**config.mk**
```make
export PLATFORM = sky130hd
export DESIGN_NAME = xprog_loader
export DESIGN_NICKNAME = d
export VERILOG_FILES = /design/src/rtl/xprog_loader.sv
export SDC_FILE = /design/constraint.sdc
export NUM_CORES = 1
export LEC_CHECK = 0
export CORE_ASPECT_RATIO = 0.8
export CORE_MARGIN = 2
export CORE_UTILIZATION = 55
export DETAILED_ROUTE_END_ITERATION = 12
export PLACE_DENSITY = 0.91
export SETUP_SLACK_MARGIN = 0.4
export SLEW_MARGIN = 20
export SYNTH_ARGS = -nofsm -noshare
export SYNTH_HDL_FRONTEND = slang
export SYNTH_SLANG_ARGS = --single-unit
export TNS_END_PERCENT = 50
```
**constraint.sdc**
```tcl
create_clock -name clk -period 3.68 [get_ports clk]
set_clock_uncertainty 0.1 [all_clocks]
set_input_delay 0.552 -clock clk [delete_from_list [all_inputs] [get_ports clk]]
set_output_delay 0.552 -clock clk [all_outputs]
set_load 0.1 [all_outputs]
```
**src/rtl/xprog_loader.sv**
```systemverilog
// Boot loader: turns a valid/ready byte stream into program RAM writes and holds the CPU in reset
// until a complete image is in place. Define XLOAD_CHKSUM_EN to expect and verify a trailing XOR checksum byte.
module xprog_loader #(
  parameter int INSTR_W     = 32,
  parameter int PROG_ADDR_W = 10,
  parameter int BYTE_W      = 8
) (
  input  logic                   clk,
  input  logic                   rst,
  input  logic                   start,
  input  logic                   byte_valid,
  input  logic [BYTE_W-1:0]      byte_data,
  output logic                   byte_ready,
  output logic                   prog_we,
  output logic [PROG_ADDR_W-1:0] prog_addr,
  output logic [INSTR_W-1:0]     prog_data,
  output logic                   cpu_rst,
  output logic                   busy,
  output logic                   done,
  output logic                   error
);

  localparam int BYTES = INSTR_W / BYTE_W;
  localparam int BC_W  = $clog2(BYTES) + 1;
  localparam logic [16:0] CAPACITY = 17'(2 ** PROG_ADDR_W);

  typedef enum logic [2:0] {IDLE, LEN_HI, LEN_LO, DATA, CHK, FLUSH, DONE, ERR} state_t;

  state_t                 state, state_d;
  logic [15:0]            len_q, len_d, len_new;
  logic [15:0]            word_cnt, word_d;
  logic [BC_W-1:0]        byte_cnt, byte_d;
  logic [BYTE_W-1:0]      chksum, sum_d;
  logic [PROG_ADDR_W-1:0] addr_d;
  logic [INSTR_W-1:0]     data_d;
  logic                   we_d;
  logic                   xfer;

  assign xfer = byte_valid & byte_ready;

  always_comb begin
    state_d = state;
    len_d   = len_q;
    len_new = {len_q[15:8], byte_data};
    word_d  = word_cnt;
    byte_d  = byte_cnt;
    sum_d   = chksum;
    data_d  = prog_data;
    addr_d  = prog_addr;
    we_d    = 1'b0;
    // Address moves on after each write pulse, except after the final word so it cannot wrap.
    if (prog_we && word_cnt != len_q)
      addr_d = prog_addr + 1'b1;
    case (state)
      IDLE, DONE, ERR: begin
        if (start) begin
          state_d = LEN_HI;
          len_d   = '0;
          word_d  = '0;
          byte_d  = '0;
          sum_d   = '0;
          addr_d  = '0;
          data_d  = '0;
        end
      end
      LEN_HI: begin
        if (xfer) begin
          len_d   = {byte_data, 8'h00};
          state_d = LEN_LO;
        end
      end
      LEN_LO: begin
        if (xfer) begin
          len_d = len_new;
          if ({1'b0, len_new} > CAPACITY)
            state_d = ERR;
          else if (len_new == 16'd0)
`ifdef XLOAD_CHKSUM_EN
            state_d = CHK;
`else
            state_d = DONE;
`endif
          else
            state_d = DATA;
        end
      end
      DATA: begin
        if (xfer) begin
          data_d = (prog_data << BYTE_W) | INSTR_W'(byte_data);
          sum_d  = chksum ^ byte_data;
          if (byte_cnt == BC_W'(BYTES - 1)) begin
            byte_d = '0;
            word_d = word_cnt + 16'd1;
            we_d   = 1'b1;
            if (word_d == len_q)
`ifdef XLOAD_CHKSUM_EN
              state_d = CHK;
`else
              state_d = FLUSH;
`endif
          end else begin
            byte_d = byte_cnt + 1'b1;
          end
        end
      end
`ifdef XLOAD_CHKSUM_EN
      CHK: begin
        if (xfer)
          state_d = (byte_data == chksum) ? DONE : ERR;
      end
`else
      FLUSH: state_d = DONE;
`endif
      default: state_d = IDLE;
    endcase
  end

  // Status outputs are registered from the next state so they line up with the state register.
  always_ff @(posedge clk or negedge rst) begin
    if (!rst) begin
      state      <= IDLE;
      len_q      <= '0;
      word_cnt   <= '0;
      byte_cnt   <= '0;
      chksum     <= '0;
      prog_we    <= 1'b0;
      prog_addr  <= '0;
      prog_data  <= '0;
      byte_ready <= 1'b0;
      cpu_rst    <= 1'b1;
      busy       <= 1'b0;
      done       <= 1'b0;
      error      <= 1'b0;
    end else begin
      state      <= state_d;
      len_q      <= len_d;
      word_cnt   <= word_d;
      byte_cnt   <= byte_d;
      chksum     <= sum_d;
      prog_we    <= we_d;
      prog_addr  <= addr_d;
      prog_data  <= data_d;
      byte_ready <= state_d inside {LEN_HI, LEN_LO, DATA, CHK};
      cpu_rst    <= (state_d != DONE);
      busy       <= state_d inside {LEN_HI, LEN_LO, DATA, CHK, FLUSH};
      done       <= (state_d == DONE);
      error      <= (state_d == ERR);
    end
  end

endmodule

```
Yosys cells after proc, flatten, opt, wreduce, memory -nomap -nowiden
Index checks and enable logic that the tools add are counted.
- flip-flop bits (word level): 86
- bits of input ports: 12
- output and inout port bits: 48
- logic and storage cells: 84
- add/sub/neg operators: 3
- order comparisons: 1
- eq/ne operators: 22
- mux-type cells: 29
- bitwise operators: 3
- reduce and logical (&&, ||, !) cells: 13
- operators by type and width (operator ; number):
    $mux 16 ; 4
    $mux 32 ; 2
    $pmux 32 s2 ; 1
    $pmux 16 s3 ; 1
    $mux 3 ; 11
    $or 32x8->32 ; 1
    $pmux 16 s2 ; 1
    $mux 10 ; 3
    $eq 3x3->1 const B ; 7
    $add 16x1->16 const B ; 1
    $eq 16x16->1 ; 1
    $gt 16x11->1 const B ; 1
    $logic_not 16->1 ; 1
    $ne 16x16->1 ; 1
    $eq 3x2->1 const B ; 5
    $pmux 3 s5 ; 1
    $reduce_and 4->1 ; 3
    $add 10x1->10 const B ; 1
    $ne 2x2->1 const B ; 5
    $mux 8 ; 1
    $eq 3x1->1 const B ; 2
    $pmux 3 s2 ; 1
    $reduce_bool 5->1 ; 1
    $reduce_bool 2->1 ; 2
    11 further kinds ; 13

Longest topological paths before layout
- depth after elaboration: 8
- mapped depth: 8
- depth with buffers taken out: 7

Worst setup path after synthesis
No wires, ideal clock.
- kind: reg2reg
- from: register byte_ready
- to: register word_cnt[8]
- library setup time: 0.132 ns
- arrival: 2.215 ns
- data required time: 3.448 ns
- path slack: 1.233 ns
- stages on the path, launching flop included: 8
- path buffers: 1
- period minus slack after synthesis: 2.447 ns
- cell sequence: dfrtp_1 -> nand2_1 -> nor2_2 -> o22ai_1 -> clkbuf_1 -> nor3_1 -> xnor2_1 -> nor2_1
- cells in the longest elaborated chain, start to end: 3
- RTL lines (item ; RTL line ; RTL):
    start, declared ; 13 ; output logic byte_ready,
    start signal, assigned ; 143 ; byte_ready <= state_d inside {LEN_HI, LEN_LO, DATA, CHK};
    $and 1x1->1 ; 39 ; assign xfer = byte_valid & byte_ready;
    $ne 2x2->1 (no source line) ; n/a ;
    $reduce_and 4->1 (no source line) ; n/a ;
    end signal, assigned ; 137 ; word_cnt <= word_d;
    end, declared ; 31 ; logic [15:0] word_cnt, word_d;
Every way passes these cells.
A chain may end at the register's enable or synchronous reset.

Worst setup path after layout
- from: register word_cnt[0]
- to: register state[2]
- cells in the longest elaborated chain, start to end: 6
- RTL lines (item ; RTL line ; RTL):
    $add 16x1->16 ; 93 ; word_d = word_cnt + 16'd1;
    $eq 16x16->1 ; 95 ; if (word_d == len_q)
    $mux 3 ; 95 ;
    $mux 3 ; 91 ; if (byte_cnt == BC_W'(BYTES - 1)) begin
    $mux 3 ; 88 ; if (xfer) begin
    $pmux 3 s5 ; 54 ; case (state)
    via state_d[2] ; 29 ; state_t state, state_d;
    end signal, assigned ; 135 ; state <= state_d;
    end, declared ; 29 ;
The timed path passes the listed nets, and every way through them passes these cells.

==> impl_metrics.py <==
metrics = {
    "outcome": {
        "outcome": "finished clean",
    },
    "setup_path": {
        "crit_arrival_ns": 2.97,
        "end_kind": "register",
        "critical_path_class": "reg2reg",
        "r2r_cells": 7,
        "startpoint_type": "register",
        "critPathRequiredTime_ns": 3.80,
        "cp_max_fo": 16,
        "r2r_slack_ns": 0.83,
    },
    "routing": {
        "drc": 0,
        "vias_per_cell": 5.93,
        "ant_nets": 0,
        "drt_pass1_iterations": 5,
        "drt-wirelength-per-cell_um": 17.2,
        "wl_um": 11300,
        "num_vias": 3893,
        "drt_first_iter_violations": 375,
    },
    "synth": {
        "synth.top_cells.by_count": "87 x nand2_1, 85 x dfrtp_1, 61 x nand3_1",
        "synth_edf_count": 0,
        "synth_seq_area_share_pct": 48.6,
        "async_flop_share_pct": 100,
        "ys_ff_latch": 86,
        "yosysMostFrequentCell": "nand2_1",
        "synth_cells": 498,
        "ys_warn_count": 0,
        "synth_top_area_share_pct": 48.0,
        "synthesis.nets": 513,
        "synthesis.area_sq_um": 4430,
        "synth_flop_cell": "dfrtp_1",
        "synth_cell_types": 53,
        "synth_top_area_cell": "dfrtp_1",
        "avgSynthCellArea_sq_um": 8.90,
        "synth_area_leaders": "dfrtp_1 48%, nand2_1 7.4%, nand3_1 6.9%, xor2_1 4.9%, xnor2_1 3.2%",
    },
    "sta": {
        "setup_violations": 0,
        "finalSetupTns_ns": 0,
        "worst_pin_slew_ns": 0.998,
        "relSlewSlack_pct": 33.3,
        "period_share_pct": 77.4,
        "hold_viol_final": 0,
        "min_period_ns": 2.85,
        "grt_setup_unrepaired": "no",
        "max_freq_ghz": 0.351,
        "slew_viol_final": 0,
    },
    "global_routing": {
        "antenna_found_initial": 0,
        "grt_pass1_wl_um": 18600,
        "grt.total_usage_pct": 26.3,
        "grt.overflow.total": 0,
        "first_global_vias": 3615,
        "grt_max_degree": 87,
    },
    "cells_and_area": {
        "synthToLayoutAreaGrowth_pct": 19.5,
        "diodes": 0,
        "nets": 559,
        "fillers": 637,
        "drive_above_1_share_pct": 5.46,
    },
    "die": {
        "dieArea_sq_um": 8800,
        "io_pins": 60,
        "die_h_um": 84.3,
        "rows": 29,
        "core_sq_um": 7870,
        "initial_core_util_pct": 56.3,
        "die_x_um": 104,
    },
    "clocking": {
        "tritoncts": "built",
        "cts-root-buf": "clkbuf_8",
        "clk_path_buf_depth": 2,
        "cts_resized": 0,
        "clk_latency_ns": 0.36,
        "holdBufCountCts": 0,
        "h-tree-depth": 3,
        "cts_buffers": 9,
        "post_cts_buffers": 0,
        "clk_pin_slew_ns": 0.09,
        "cts.sinks": 86,
    },
    "hold_path": {
        "hp-class": "in2async",
    },
    "placed_design": {
        "portBuffers": 59,
        "hpwl_um": 8080,
        "gp_congestion": 0.938,
    },
    "flow_run": {
        "cap_violations": 0,
    },
}
worst max-delay path, stage by stage, from the launching register on:
cell	delay [ns]
dfrtp_1	0.49
ha_1	0.34
nand3_1	0.51
o2111a_1	0.45
a211o_1	0.24
o211ai_1	0.32
nor4_2	0.10
nand2b_1	0.16
flip-flops by register name (all words and copies together), names as in the netlist:
name / flops
byte_cnt: 3
error: 1
byte_ready: 1
prog_we: 1
prog_data: 32
prog_addr: 10
len_q: 16
state: 3
done: 1
word_cnt: 16
busy: 1
cpu_rst: 1
layer usage:
| metal | global-route usage (%) | part of all wire (%) | vias up |
|---|---|---|---|
| met3 | 5.90 | 7.0 | 14 |
| met2 | 40.9 | 46 | 174 |
| li1 | - | - | 1813 |
| met4 | 5.04 | 1.1 | 0 |
| met1 | 38.3 | 46 | 1892 |
| met5 | 0 | 0 | - |
metrics by stage:
step                cell area, sq um  hold WS (ns)  instances  worst slack [ns]  util (%)
floorplan                       4430         0.156        498              1.23         -
global placement                5070         0.378        641             0.902      64.4
detailed placement              5070         0.385        641             0.898      64.4
CTS                             5290         0.325        657             0.934      67.1
global route                    5300         0.187        657             0.707      67.2
finish                          5300         0.119        657             0.830      67.2
final timing paths:
path,to,startpoint
worst max-delay path,state[2],word_cnt[0]
worst min-delay path,word_cnt[15],rst
worst max register to register,state[2],word_cnt[0]
worst min register to register,prog_data[27],prog_data[27]
max in group asynchronous,len_q[5],rst
min in group clk,prog_data[27],prog_data[27]
final cells by class:
cell class              instances  area, sq um  area share, %
clock buffers                  10          128           2.41
clock inverters                 6         87.6           1.65
inverters                      20         75.1           1.42
multi-input cells             363         2090           39.4
flip-flops and latches         86         2150           40.7
well taps                     108          135           2.55
repair buffers                 64          629           11.9
logic make-up after synthesis:
kind of cell,count (synthesis),share of synthesized area (%)
XOR/XNOR,41,8.10
flip-flops,86,48.6
multiplexers,5,1.16
AND/OR/NAND/NOR,251,27.7
buffers and inverters,49,4.52
adder cells (fa/ha/maj),3,0.847
AO/OA/AOI/OAI,63,9.09
cells in the final DEF (no fill, tap or decap), types with 3 or more instances in the layout:
cell,synthesis,routed
nand2_1,87,87
or4_1,3,3
and3_1,7,7
xnor2_1,16,16
or3_1,6,6
nor2b_1,4,4
nor2_1,26,26
nand2b_1,6,6
nor4_1,15,15
o31ai_1,4,4
o21ai_1,7,6
buf_4,0,5
dfrtp_1,85,85
nand4_1,9,9
xor2_1,25,25
nor3_1,8,8
o21ai_0,22,22
inv_1,20,20
o211ai_1,3,3
clkbuf_8,0,9
ha_1,3,3
a21oi_1,8,8
nand3_1,61,61
mux2i_1,4,4
and2_1,8,8
clkdlybuf4s50_1,0,58
a211oi_1,3,3
Power is left out: the tool's default activity adds up to more than one toggle a clock period on the data nets, which glitch-free logic cannot reach.
